--- config.mk ---
export PLATFORM = sky130hd
export DESIGN_NAME = digit_serial_add_sub
export DESIGN_NICKNAME = d
export VERILOG_FILES = /design/src/rtl/add_sub_pkg.sv /design/src/rtl/cla_group4.sv /design/src/rtl/digit_serial_add_sub.sv
export SDC_FILE = /design/constraint.sdc
export NUM_CORES = 1
export LEC_CHECK = 0
export ABC_AREA = 1
export CAP_MARGIN = 10
export CORE_MARGIN = 1
export CORE_UTILIZATION = 50
export DETAILED_ROUTE_END_ITERATION = 7
export DONT_BUFFER_PORTS = 1
export GPL_TIMING_DRIVEN = 0
export HOLD_SLACK_MARGIN = 0.12
export PLACE_DENSITY = 0.75
export SYNTH_ARGS = -nofsm -noshare
export SYNTH_HDL_FRONTEND = slang
export SYNTH_SLANG_ARGS = --single-unit
--- constraint.sdc ---
create_clock -name clk -period 3 [get_ports clk]
set_clock_uncertainty 0.2 [all_clocks]
set_input_delay 0.15 -clock clk [delete_from_list [all_inputs] [get_ports clk]]
set_output_delay 0.15 -clock clk [all_outputs]
set_load 0.02 [all_outputs]
--- src/rtl/add_sub_pkg.sv ---
// rtl/add_sub_pkg.sv - shared types and constants for the digit-serial adder/subtractor
package add_sub_pkg;

    typedef enum logic [1:0] {
        IDLE = 2'd0,
        BUSY = 2'd1,
        DONE = 2'd2
    } state_t;

    localparam int GROUP_W = 4;

endpackage

--- src/rtl/cla_group4.sv ---
// rtl/cla_group4.sv - combinational 4-bit carry-look-ahead group
module cla_group4 (
    input  logic [3:0] a,
    input  logic [3:0] b,
    input  logic       c,
    output logic [3:0] sum,
    output logic [3:1] ci,
    output logic       co
);

    logic [3:0] g;
    logic [3:0] p;

    // Generate/propagate terms and flattened look-ahead carries from the group carry-in
    always_comb begin
        g     = a & b;
        p     = a ^ b;
        ci[1] = g[0] | (p[0] & c);
        ci[2] = g[1] | (p[1] & g[0]) | (p[1] & p[0] & c);
        ci[3] = g[2] | (p[2] & g[1]) | (p[2] & p[1] & g[0]) | (p[2] & p[1] & p[0] & c);
        co    = g[3] | (p[3] & g[2]) | (p[3] & p[2] & g[1]) | (p[3] & p[2] & p[1] & g[0])
              | (p[3] & p[2] & p[1] & p[0] & c);
        sum   = p ^ {ci[3:1], c};
    end

endmodule

--- src/rtl/digit_serial_add_sub.sv ---
// rtl/digit_serial_add_sub.sv - multi-cycle adder/subtractor resolving one 4-bit group per cycle
module digit_serial_add_sub
    import add_sub_pkg::*;
#(
    parameter int WIDTH = 32
) (
    input  logic             clk,
    input  logic             rst_n,
    input  logic             in_valid,
    output logic             in_ready,
    input  logic [WIDTH-1:0] a,
    input  logic [WIDTH-1:0] b,
    input  logic             sub,
    input  logic             cin,
    output logic             out_valid,
    input  logic             out_ready,
    output logic [WIDTH-1:0] sum,
    output logic             cout,
    output logic             ovf
);

    localparam int NGROUPS = WIDTH / GROUP_W;
    localparam int GRP_W   = (NGROUPS > 1) ? $clog2(NGROUPS) : 1;
    localparam logic [GRP_W-1:0] LAST_GRP = GRP_W'(NGROUPS - 1);

    state_t             state_q, state_d;
    logic [WIDTH-1:0]   a_q, a_d;
    logic [WIDTH-1:0]   b_q, b_d;
    logic               c_q, c_d;
    logic [GRP_W-1:0]   grp_q, grp_d;
    logic [WIDTH-1:0]   sum_q, sum_d;
    logic               cout_q, cout_d;
    logic               ovf_q, ovf_d;

    logic [GROUP_W-1:0] grp_a;
    logic [GROUP_W-1:0] grp_b;
    logic [GROUP_W-1:0] grp_sum;
    logic [3:1]         grp_ci;
    logic               grp_co;

    // Slice of the held operands for the group being resolved this cycle
    assign grp_a = a_q[int'(grp_q) * GROUP_W +: GROUP_W];
    assign grp_b = b_q[int'(grp_q) * GROUP_W +: GROUP_W];

    cla_group4 u_cla (
        .a   (grp_a),
        .b   (grp_b),
        .c   (c_q),
        .sum (grp_sum),
        .ci  (grp_ci),
        .co  (grp_co)
    );

    // Accept in IDLE only; rst_n gating keeps in_ready low throughout reset
    assign in_ready  = rst_n && (state_q == IDLE);
    assign out_valid = (state_q == DONE);
    assign sum       = sum_q;
    assign cout      = cout_q;
    assign ovf       = ovf_q;

    // Next-state: operand capture, per-group carry ripple, result capture and handoff
    always_comb begin
        state_d = state_q;
        a_d     = a_q;
        b_d     = b_q;
        c_d     = c_q;
        grp_d   = grp_q;
        sum_d   = sum_q;
        cout_d  = cout_q;
        ovf_d   = ovf_q;
        case (state_q)
            IDLE: begin
                if (in_valid) begin
                    // Subtraction is A + ~B + ~borrow, so invert B and the carry-in once here
                    a_d     = a;
                    b_d     = b ^ {WIDTH{sub}};
                    c_d     = cin ^ sub;
                    grp_d   = '0;
                    state_d = BUSY;
                end
            end
            BUSY: begin
                sum_d[int'(grp_q) * GROUP_W +: GROUP_W] = grp_sum;
                c_d   = grp_co;
                grp_d = grp_q + GRP_W'(1);
                if (grp_q == LAST_GRP) begin
                    // Signed overflow: carry into the MSB differs from carry out of it
                    cout_d  = grp_co;
                    ovf_d   = grp_ci[3] ^ grp_co;
                    grp_d   = grp_q;
                    state_d = DONE;
                end
            end
            DONE: begin
                if (out_ready) begin
                    state_d = IDLE;
                end
            end
            default: state_d = IDLE;
        endcase
    end

    // State and datapath registers; reset aborts any operation in flight
    always_ff @(posedge clk or negedge rst_n) begin
        if (!rst_n) begin
            state_q <= IDLE;
            a_q     <= '0;
            b_q     <= '0;
            c_q     <= 1'b0;
            grp_q   <= '0;
            sum_q   <= '0;
            cout_q  <= 1'b0;
            ovf_q   <= 1'b0;
        end else begin
            state_q <= state_d;
            a_q     <= a_d;
            b_q     <= b_d;
            c_q     <= c_d;
            grp_q   <= grp_d;
            sum_q   <= sum_d;
            cout_q  <= cout_d;
            ovf_q   <= ovf_d;
        end
    end

endmodule

==> results of run 1 <==
-- routing by layer --
metal  wire length, um  global-route usage
met2              6210               0.404
met1              6110               0.358
met3               699              0.0464
met5                 0                   0
met4               308              0.0929
-- sequential cells by signal, summed over array words and instances (netlist names) --
| register | flops |
|---|---|
| a_q | 32 |
| b_q | 32 |
| c_q | 1 |
| cout | 1 |
| grp_q | 3 |
| ovf | 1 |
| state_q | 2 |
| sum | 32 |
-- final timing paths --
path | startpoint | to | cells past startpoint
min in group clk | out_ready | state_q[1] | 2
setup / recovery | grp_q[0] | sum[22] | 13
max in group asynchronous | rst_n | grp_q[0] | 2
setup reg to reg | grp_q[0] | sum[22] | 13
hold reg to reg | a_q[14] | a_q[14] | 2
hold / removal | rst_n | sum[3] | 2
-- placed cells by master (no fill, tap or decap), types with 3 or more instances in the layout --
master,synthesis,layout
clkinv_4,0,3
nand2_1,203,203
buf_2,12,11
o22ai_1,6,6
inv_1,35,35
clkbuf_8,0,9
a21oi_1,19,19
nor2_1,27,27
ha_1,12,11
buf_6,3,3
nand3_1,19,19
dfrtp_1,104,102
nor2_2,7,7
xor2_1,16,16
o21a_1,4,4
o21ai_1,12,13
clkbuf_1,8,7
dlygate4sd3_1,0,79
xnor2_1,18,17
o211ai_1,3,3
inv_2,8,8
nand4_1,6,6
buf_4,6,6
o21ai_0,80,79
nor3_1,3,3
nor2_4,3,3
-- final cells by class --
class                   instances  area (um2)  share of cell area
plain buffers                  29         174              0.0270
clock buffers                  10         128              0.0198
clock inverters                 6        76.3              0.0119
inverters                      44         168              0.0260
multi-input cells             446        2300               0.358
flip-flops and latches        104        2610               0.405
well taps                     133         166              0.0258
repair buffers                 80         818               0.127
-- worst max-delay path, delay by kind of cell (launching register included) --
| family | cells | cell delay, ns |
|---|---|---|
| and+or+nand+nor | 6 | 0.76 |
| buffers and inverters | 3 | 0.53 |
| DFF | 1 | 0.46 |
| AOI/OAI and AO/OA | 3 | 0.47 |
| adders and majority gates | 1 | 0.37 |
-- logic make-up (layout without fill, tap and decap cells) --
logic type               count (synthesis)  in the layout  synth area share
AO/OA/AOI/OAI                          125            125             0.125
flip-flops                             104            104             0.497
AND/OR/NAND/NOR                        274            274             0.224
adder cells (fa/ha/maj)                 13             13            0.0325
XOR/XNOR                                34             34            0.0569
buffers and inverters                   73            169            0.0643
-- what timing repair did --
action                     4_1_cts  5_1_grt
hold buffers                    80        0
setup endpoints to repair        0       25
gates resized for setup          0       10
buffers inserted                 0        0
hold endpoints to repair       174        0
-- metrics by stage --
step | util | hold slack (ns) | std cells | instance area [um2]
final | 0.647 | 0.185 | 852 | 6440
after global routing | 0.647 | 0.230 | 852 | 6440
after CTS | 0.645 | 0.200 | 852 | 6420
after detailed placement | 0.542 | -0.341 | 756 | 5400
after global placement | 0.542 | -0.341 | 756 | 5400
after floorplan | - | -0.346 | 623 | 5230
-- report_power, final --
group / internal [uW] / switching [uW]
logic: 1310 / 2420
registers: 2010 / 576
clock network: 400 / 517
==> results by group, run 1 <==
Clocking
  – Skew-Pair Late Insertion Delay: 0.38 ns
  – # clock sinks: 104
  – CTS buffer count: 9
  – CTS tree: yes
  – Clock-pin slew on the worst setup and hold paths: 0.11 ns
  – Root buf cell: clkbuf_8
  – CTS Buffer Depth: 2
  – H-tree levels: 3

Global routing
  – Vias in the first global route: 4464
  – First-pass GRT wire length: 22100 um
  – GRT Util Overall: 0.258
  – Initial antenna violation count: 0
  – Largest net degree at the start of global routing: 105
  – GR Overflow Total: 0

Place
  – Gp weighted congestion: 0.882
  – HPWL Detailed: 8870 um
  – Port Buf Inserts: 0
  – Pre-CTS setup slack: 0.0129 ns

Run status
  – Status: finished, final reports clean

Floorplanning
  – Chip width: 104 um
  – Die footprint: 10900 um2
  – I/O pin total: 106
  – Core Area: 9950 um2
  – Die Y: 104 um
  – Std cell rows: 36
  – Initial Util: 0.526

STA
  – Endpoints failing hold: 0
  – Fmax achieved: 349 MHz
  – Final setup fails: 0
  – Tmin final: 2.86 ns
  – Unrepaired setup endpoints after global routing: no
  – Fin Setup TNS: 0 ns
  – Max Slew Vio Count: 0
  – Period utilization: 0.954
  – Relative slew slack: 0.657
  – Worst setup margin: 0.137 ns
  – Worst Tran Pin Value: 0.515 ns

Critical path
  – Worst Path Arrival: 2.97 ns
  – Crit-path cells: buf_6, inv_2, buf_2, nor2_1, o22ai_1, nand2_1, o211ai_1, ha_2, nand2_1, nand4_1, nand2_1, nand3_1, o21ai_1
  – CP peak stage delay: 0.46 ns
  – R2R setup slack: 0.14 ns
  – Crit path capture type: flop
  – Worst setup SP type: flop
  – Critical path class: reg2reg
  – Worst Path Required: 3.11 ns
  – Most frequent CP cell: nand2_1
  – CP max-delay cell: dfrtp_2
  – Critical path peak fanout: 10

Route
  – Via count: 4507
  – DRT Pass-1 Iters: 5
  – Routed wire length: 13300 um
  – Detailed-route DRC error count: 0
  – Vias per cell: 5.29
  – Initial DRC count: 322
  – DRT antenna net count: 0
  – Drt wl/cell: 15.6 um

Synthesis
  – Synth Net Count: 706
  – Cell taking the most area after synthesis: dfrtp_1
  – Most numerous cell in the Yosys netlist: nand2_1
  – Warnings from Yosys: 0
  – Flops & latches, synth: 104
  – Post-synth EDFFs: 0
  – Synth area leaders: dfrtp_1, nand2_1, o21ai_0
  – Mapped Cells: 623
  – Post-Syn Area: 5230 um2
  – Most common library cells after synthesis: nand2_1, dfrtp_1, o21ai_0, inv_1, nor2_1
  – Post-synth ARST share: 1.00
  – Top cell type's share of synthesized area: 0.497
  – Avg Inst Size Synth: 8.40 um2
  – Most used DFF post-synth: dfrtp_1
  – Sequential area share after synthesis: 0.497
  – Netlist cell types: 31

Cells and area
  – Diode count: 0
  – Area Overhead vs Synth: 23.0%
  – Share of cells above drive strength 1: 0.0932
  – FILL cells: 828
  – # nets final: 797

Pwr
  – Pwr/cell area: 1120 nW/um2
  – Static leakage: 0.00308 uW
  – Maximum VDD drop: 0.512 mV
  – Final Power: 7230 uW

Job
  – Max-cap violations: 0

Min path
  – HP Class: in2async
Note: power is estimated with default switching activity, not from simulation.
==> run 2, diff against run 1 <==
CELL_PAD_IN_SITES_DETAIL_PLACEMENT = 2   (was not set)
CELL_PAD_IN_SITES_GLOBAL_PLACEMENT = 2   (was not set)
CORE_UTILIZATION = 39   (was 50)
CTS_BUF_LIST = sky130_fd_sc_hd__clkbuf_4 sky130_fd_sc_hd__clkbuf_8   (was not set)
PLACE_DENSITY = 0.92   (was 0.75)
RECOVER_POWER = 100   (was not set)
==> run 2 against run 1 <==
The run now ends with slew limit, setup timing left. Cell count up 5.4%. Non-clock buffer count up 5. Register-to-register slack worse by 0.27 ns. First-iteration DRC count up 8.1%. Combinational power up 42%. Wire length up 100%. Count of clock-buffer cells in the layout down 1. Worst setup slack worse by 0.27 ns. Critical endpoint is now sum[6]. Largest cell class unchanged. Largest power group unchanged.
==> results by group, run 2 (synthesis results as in run 1) <==
Run status
  – Status: finished, violations left (was finished, final reports clean)
  – Violations in the final reports: slew limit, setup timing

Critical path
  – Worst setup SP type: flop (unchanged)
  – Critical path class: reg2reg (unchanged)
  – CP peak stage delay: 0.47 ns (was 0.46 ns)
  – Critical path peak fanout: 10 (unchanged)
  – Worst Path Arrival: 3.26 ns (was 2.97 ns)
  – Crit-path cells: buf_12, inv_4, buf_6, a21oi_1, o21ai_0, nand3_1, o21a_2, ha_1, nand3_1, nand4_1, nand2_2, nand3_1, o21ai_1 (was buf_6, inv_2, buf_2, nor2_1, o22ai_1, nand2_1, o211ai_1, ha_2, nand2_1, nand4_1, nand2_1, nand3_1, o21ai_1)
  – Worst Path Required: 3.13 ns (was 3.11 ns)
  – CP max-delay cell: dfrtp_2 (unchanged)
  – Crit path capture type: flop (unchanged)
  – Most frequent CP cell: nand3_1 (was nand2_1)

STA
  – Period utilization: 1.04 (was 0.954)
  – Endpoints failing hold: 0 (unchanged)
  – Worst setup margin: -0.129 ns (was 0.137 ns)
  – Max Slew Vio Count: 77 (was 0)
  – Relative slew slack: -0.00321 (was 0.657)
  – Unrepaired setup endpoints after global routing: yes (was no)
  – Tmin final: 3.13 ns (was 2.86 ns)
  – Final setup fails: 18 (was 0)
  – Worst Tran Pin Value: 1.50 ns (was 0.515 ns)
  – Fmax achieved: 320 MHz (was 349 MHz)

Clocking
  – CTS tree: yes (unchanged)
  – Root buf cell: clkbuf_8 (unchanged)
  – CTS Buffer Depth: 2 (unchanged)
  – CTS buffer count: 9 (unchanged)
  – Skew-Pair Late Insertion Delay: 0.42 ns (was 0.38 ns)
  – H-tree levels: 3 (unchanged)
  – Clock-pin slew on the worst setup and hold paths: 0.12 ns (was 0.11 ns)
  – # clock sinks: 104 (unchanged)

Place
  – Pre-CTS setup slack: -0.196 ns (was 0.0129 ns)
  – Gp weighted congestion: 0.811 (was 0.882)
  – Port Buf Inserts: 0 (unchanged)
  – HPWL Detailed: 12000 um (was 8870 um)
  – Post-DP Area: 5450 um2 (was 5400 um2)

Global routing
  – Largest net degree at the start of global routing: 105 (unchanged)
  – Initial antenna violation count: 2 (was 0)
  – Grt met2 use: 0.630 (was 0.404)
  – Met1 usage: 0.372 (was 0.358)
  – GRT Util Overall: 0.347 (was 0.258)
  – GR peak layer: met2 (unchanged)
  – Grt met3 use: 0.0722 (was 0.0464)
  – Vias in the first global route: 5946 (was 4464)
  – GR Overflow Total: 0 (unchanged)
  – First-pass GRT wire length: 35600 um (was 22100 um)

Cells and area
  – FF+latch area: 2610 um2 (unchanged)
  – Most frequent cells in the layout: nand2_1, dfrtp_1, dlygate4sd3_1 (was nand2_1, dfrtp_1, o21ai_0, dlygate4sd3_1, inv_1)
  – Area taken by multi-input logic gates: 2380 um2 (was 2300 um2)
  – Area Overhead vs Synth: 25.9% (was 23.0%)
  – # nets final: 802 (was 797)
  – Fin util: 0.512 (was 0.647)
  – Share of cells above drive strength 1: 0.105 (was 0.0932)
  – Fin area: 6590 um2 (was 6440 um2)
  – Most common cell after layout, fill and taps aside: nand2_1 (unchanged)
  – FILL cells: 1378 (was 828)

Route
  – Drt wl/cell: 29.7 um (was 15.6 um)
  – Initial DRC count: 348 (was 322)
  – DRT Pass-1 Iters: 5 (unchanged)
  – Via count: 5247 (was 4507)
  – Vias per cell: 5.84 (was 5.29)
  – Routed wire length: 26700 um (was 13300 um)
  – DRT antenna net count: 0 (unchanged)
  – Detailed-route DRC error count: 0 (unchanged)

Min path
  – HP Class: in2reg (was in2async)

Floorplanning
  – Std cell rows: 41 (was 36)
  – Die footprint: 13900 um2 (was 10900 um2)
  – Initial Util: 0.406 (was 0.526)
  – Core Area: 12900 um2 (was 9950 um2)
  – Die Y: 118 um (was 104 um)
  – I/O pin total: 106 (unchanged)
  – Chip width: 118 um (was 104 um)

Pwr
  – Maximum VDD drop: 0.460 mV (was 0.512 mV)
  – Pwr/cell area: 1370 nW/um2 (was 1120 nW/um2)
  – Static leakage: 0.00308 uW (about the same)

Job
  – Max-cap violations: 0 (unchanged)
## run 2: cell count changes in the layout (fill, tap and decap cells not counted), sizes merged
cell | previous run | this run
buf | 21 | 18
clkinv | 3 | 4
diode | 0 | 2
inv | 46 | 44
clkbuf | 19 | 26
clkinvlp | 0 | 2
## run 2: power breakdown
group | total (uW) | switching, uW | internal (uW)
clock | 995 | 608 | 387
combinational | 5310 | 3690 | 1620
sequential | 2750 | 742 | 2010
## run 2: through the flow
step	setup TNS [ns]	hold WS, ns	total power (uW)	instances
final	-0.913	0.198	9060	898
after global routing	-2.65	0.215	9370	898
after CTS	0	0.178	7600	891
after detailed placement	-1.80	-0.341	6420	795
after global placement	0	-0.341	6020	795
after floorplan	0	-0.346	5100	623
## run 2: critical path, delay by kind of cell (launching register included)
family / cells / cell delay (ns)
flip-flops: 1 / 0.47
buffers and inverters: 3 / 0.40
AND/OR/NAND/NOR: 5 / 0.76
AO/OA/AOI/OAI: 4 / 0.91
adder cells (fa/ha/maj): 1 / 0.28
## run 2: timing repair
item,4_1_cts,5_1_grt
setup buffers,0,5
pin swaps,1,3
gates resized for setup,10,35
endpoints found under the hold margin,174,0
setup endpoints to repair,25,31
hold buffers,80,0
## run 2: worst paths after layout
| check | startpoint | end | slack, ns | cells after the start |
|---|---|---|---|---|
| max | grp_q[0] | sum[6] | -0.13 | 13 |
| min | a[21] | a_q[21] | 0.20 | 3 |
| max reg2reg | grp_q[0] | sum[6] | -0.13 | 13 |
| min reg2reg | a_q[3] | a_q[3] | 0.30 | 2 |
| max in group asynchronous | rst_n | grp_q[1] | 0.99 | 2 |
| min in group asynchronous | rst_n | sum[19] | 0.53 | 2 |
## run 2: area by class of cell
class	count	area share
clock buffer	9	0.0188
sequential	104	0.395
antenna	2	0.000760
multi-input combinational	446	0.362
buffer	29	0.0272
clock inverter	7	0.0110
tap	172	0.0327
inverter	44	0.0262
timing repair buffer	85	0.126
## run 2: metal layers
layer  vias up  wire length [um]
met3       109              1520
met1      2682              9870
met4         0              1730
met5         -                 0
met2       271             13500
li1       2185                 -
==> run 3, diff against run 2 <==
ABC_AREA = not set   (was 1)
CORE_UTILIZATION = 43   (was 39)
SKIP_LAST_GASP = 1   (was not set)
==> run 3 against run 2 <==
The flow finishes with violations (setup timing). Wire length fell by 25%. Sequential cell count did not move. Design area fell by 2.2%. Hold slack improved by 0.034 ns. Maximum frequency rose by 1.5%. Sequential power rose by 3%. Synthesized area fell by 3.3%. Worst setup slack improved by 0.045 ns. Global-route usage fell by 3.1 points. Count of clock-buffer cells in the layout rose by 3.
==> results by group, run 3 <==
STA
  – Unrepaired setup endpoints after global routing: yes (unchanged)
  – Final setup fails: 7 (was 18)
  – Worst Tran Pin Value: 1.47 ns (was 1.50 ns)
  – Tmin final: 3.08 ns (was 3.13 ns)
  – Endpoints failing hold: 0 (unchanged)
  – Period utilization: 1.03 (was 1.04)
  – Max Slew Vio Count: 0 (was 77)
  – Worst setup margin: -0.0836 ns (was -0.129 ns)
  – Relative slew slack: 0.0203 (was -0.00321)
  – Fmax achieved: 324 MHz (was 320 MHz)
  – Fin Setup TNS: -0.209 ns (was -0.913 ns)

Critical path
  – Crit path capture type: flop (unchanged)
  – Worst setup SP type: flop (unchanged)
  – Critical path peak fanout: 5 (was 10)
  – Worst Path Buf+Inv: 2 (was 3)
  – Worst Path Required: 3.11 ns (was 3.13 ns)
  – Worst Path Arrival: 3.19 ns (was 3.26 ns)
  – CP max-delay cell: mux4_2 (was dfrtp_2)
  – CP peak stage delay: 0.51 ns (was 0.47 ns)
  – CP delay by family, top: compound AO/OA/AOI/OAI gates (unchanged)
  – Crit-path cells: buf_12, mux4_2, nand2_1, nand2_4, ha_4, a211oi_4, nor2_2, xnor2_2, buf_4, o31ai_2 (was buf_12, inv_4, buf_6, a21oi_1, o21ai_0, nand3_1, o21a_2, ha_1, nand3_1, nand4_1, nand2_2, nand3_1, o21ai_1)
  – Critical path class: reg2reg (unchanged)

Global routing
  – Largest net degree at the start of global routing: 105 (unchanged)
  – Vias in the first global route: 4748 (was 5946)
  – First-pass GRT wire length: 28700 um (was 35600 um)
  – GR Overflow Total: 0 (unchanged)
  – Initial antenna violation count: 1 (was 2)
  – GRT Util Overall: 0.316 (was 0.347)

Synthesis
  – Avg Inst Size Synth: 12.0 um2 (was 8.40 um2)
  – Warnings from Yosys: 0 (unchanged)
  – Post-synth EDFFs: 0 (unchanged)
  – Top cell type's share of synthesized area: 0.514 (was 0.497)
  – Mapped Cells: 423 (was 623)
  – Post-synth ARST share: 1.00 (unchanged)
  – Netlist cell types: 40 (was 31)
  – Most common library cells after synthesis: dfrtp_1, mux2_2, nand2_1, nor2_1, xnor2_1 (was nand2_1, dfrtp_1, o21ai_0, inv_1, nor2_1)
  – Cell taking the most area after synthesis: dfrtp_1 (unchanged)
  – Synth area leaders: dfrtp_1, mux2_2, mux4_2 (was dfrtp_1, nand2_1, o21ai_0)
  – Post-Syn Area: 5060 um2 (was 5230 um2)
  – Flops & latches, synth: 104 (unchanged)
  – Synth Net Count: 506 (was 706)
  – Most numerous cell in the Yosys netlist: dfrtp_1 (was nand2_1)
  – Sequential area share after synthesis: 0.514 (was 0.497)
  – Most used DFF post-synth: dfrtp_1 (unchanged)

Route
  – DRT Pass-1 Iters: 4 (was 5)
  – Routed wire length: 19900 um (was 26700 um)
  – Via count: 3927 (was 5247)
  – Vias per cell: 5.90 (was 5.84)
  – Initial DRC count: 217 (was 348)
  – Detailed-route DRC error count: 0 (unchanged)
  – Drt wl/cell: 29.9 um (was 29.7 um)
  – DRT antenna net count: 0 (unchanged)

Clocking
  – Clock-pin slew on the worst setup and hold paths: 0.11 ns (was 0.12 ns)
  – CTS tree: yes (unchanged)
  – Skew-Pair Late Insertion Delay: 0.41 ns (was 0.42 ns)
  – Root buf cell: clkbuf_8 (unchanged)
  – CTS buffer count: 9 (unchanged)
  – H-tree levels: 3 (unchanged)
  – # clock sinks: 104 (unchanged)
  – CTS Buffer Depth: 2 (unchanged)

Cells and area
  – Fin util: 0.564 (was 0.512)
  – Layout Cells excl Fill: 666 (was 898)
  – Share of cells above drive strength 1: 0.278 (was 0.105)
  – # nets final: 600 (was 802)
  – Most frequent cells in the layout: dfrtp_1, dlygate4sd3_1, mux2_2 (was nand2_1, dfrtp_1, dlygate4sd3_1)
  – Fin area: 6440 um2 (was 6590 um2)
  – Area Overhead vs Synth: 27.3% (was 25.9%)
  – Most common cell after layout, fill and taps aside: dfrtp_1 (was nand2_1)

Floorplanning
  – Die footprint: 12200 um2 (was 13900 um2)
  – Die Y: 110 um (was 118 um)
  – I/O pin total: 106 (unchanged)
  – Initial Util: 0.443 (was 0.406)
  – Std cell rows: 39 (was 41)
  – Core Area: 11400 um2 (was 12900 um2)
  – Chip width: 110 um (was 118 um)

Run status
  – Status: finished, violations left (unchanged)
  – Violations in the final reports: setup timing (was slew limit, setup timing)

Place
  – Port Buf Inserts: 0 (unchanged)
  – Gp weighted congestion: 0.752 (was 0.811)
  – Post-DP Area: 5240 um2 (was 5450 um2)
  – HPWL Detailed: 9880 um (was 12000 um)
  – # placed instances: 566 (was 795)

Min path
  – HP Class: in2reg (unchanged)

Pwr
  – Static leakage: 0.00269 uW (was 0.00308 uW)
  – Final Power: 9660 uW (was 9060 uW)
  – Maximum VDD drop: 0.782 mV (was 0.460 mV)
  – Pwr/cell area: 1500 nW/um2 (was 1370 nW/um2)

Job
  – Max-cap violations: 0 (unchanged)
[run 3: cell count changes after synthesis, sizes merged, moves of 17 or more]
cell	previous run	this run
xnor2	18	37
mux2	0	47
nand3	20	2
o21ai	92	13
a21oi	19	36
inv	44	5
nand2	204	47
[run 3: cell families after synthesis]
| group | Yosys count | share of synthesized area |
|---|---|---|
| flip-flops | 104 | 0.514 |
| AO/OA/AOI/OAI | 64 | 0.0776 |
| adder cells (fa/ha/maj) | 13 | 0.0336 |
| buffers and inverters | 28 | 0.0252 |
| XOR/XNOR | 39 | 0.0690 |
| AND/OR/NAND/NOR | 112 | 0.104 |
| multiplexers | 63 | 0.176 |
[run 3: final timing paths]
path / slack [ns] / cells past startpoint / to / from
worst max register to register: -0.08 / 10 / sum[22] / grp_q[0]
worst max-delay path: -0.08 / 10 / sum[22] / grp_q[0]
min in group asynchronous: 0.49 / 2 / a_q[21] / rst_n
worst min register to register: 0.33 / 1 / a_q[18] / a_q[18]
max in group asynchronous: 1.08 / 2 / grp_q[1] / rst_n
worst min-delay path: 0.23 / 2 / a_q[24] / a[24]
[run 3: area by class of cell]
class / count / area [um2]
Fill cell: 1082 / 4980
Sequential cell: 104 / 2610
Multi-Input combinational cell: 291 / 2470
Timing Repair Buffer: 83 / 822
Tap cell: 143 / 179
Clock buffer: 12 / 159
Buffer: 22 / 146
Clock inverter: 4 / 28.8
Inverter: 6 / 23.8
Antenna cell: 1 / 2.50
[run 3: stage by stage]
| step | worst slack, ns | hold slack, ns |
|---|---|---|
| 4_1_cts | -0.0259 | 0.179 |
| 3_3_place_gp | -0.319 | -0.341 |
| 3_5_place_dp | -0.428 | -0.343 |
| 5_1_grt | -0.120 | 0.236 |
| 2_1_floorplan | 0.102 | -0.346 |
| 6_report | -0.0836 | 0.231 |
[run 3: worst reg2reg max path, cell delays in order, from the launching register on]
cell	delay, ns
dfrtp_2	0.49
buf_12	0.17
mux4_2	0.51
nand2_1	0.16
nand2_4	0.10
ha_4	0.24
a211oi_4	0.33
nor2_2	0.13
xnor2_2	0.20
buf_4	0.17
o31ai_2	0.28
[run 3: metal layers]
| layer | vias to the layer above | GRT usage | share of wire | routed length (um) |
|---|---|---|---|---|
| met5 | - | 0 | 0 | 0 |
| met4 | 0 | 0.142 | 0.048 | 947 |
| met3 | 59 | 0.0527 | 0.045 | 902 |
| met2 | 160 | 0.603 | 0.56 | 11100 |
| met1 | 2054 | 0.337 | 0.35 | 6920 |
| li1 | 1654 | - | - | - |
[run 3: what timing repair did]
| item | in CTS | in global routing |
|---|---|---|
| buffers inserted | 6 | 5 |
| pin swaps | 5 | 8 |
| endpoints found under the setup margin | 31 | 25 |
| gates cloned | 1 | 0 |
| hold buffers | 71 | 0 |
| endpoints found under the hold margin | 170 | 0 |
| gates resized for setup | 23 | 22 |
[run 3: power by group]
part | internal (uW) | leakage [uW] | total [uW] | switching [uW]
sequential | 2040 | 0.00125 | 2830 | 785
combinational | 2620 | 0.00135 | 5910 | 3280
clock | 358 | 0.0000920 | 924 | 566
total | 5030 | 0.00269 | 9660 | 4630
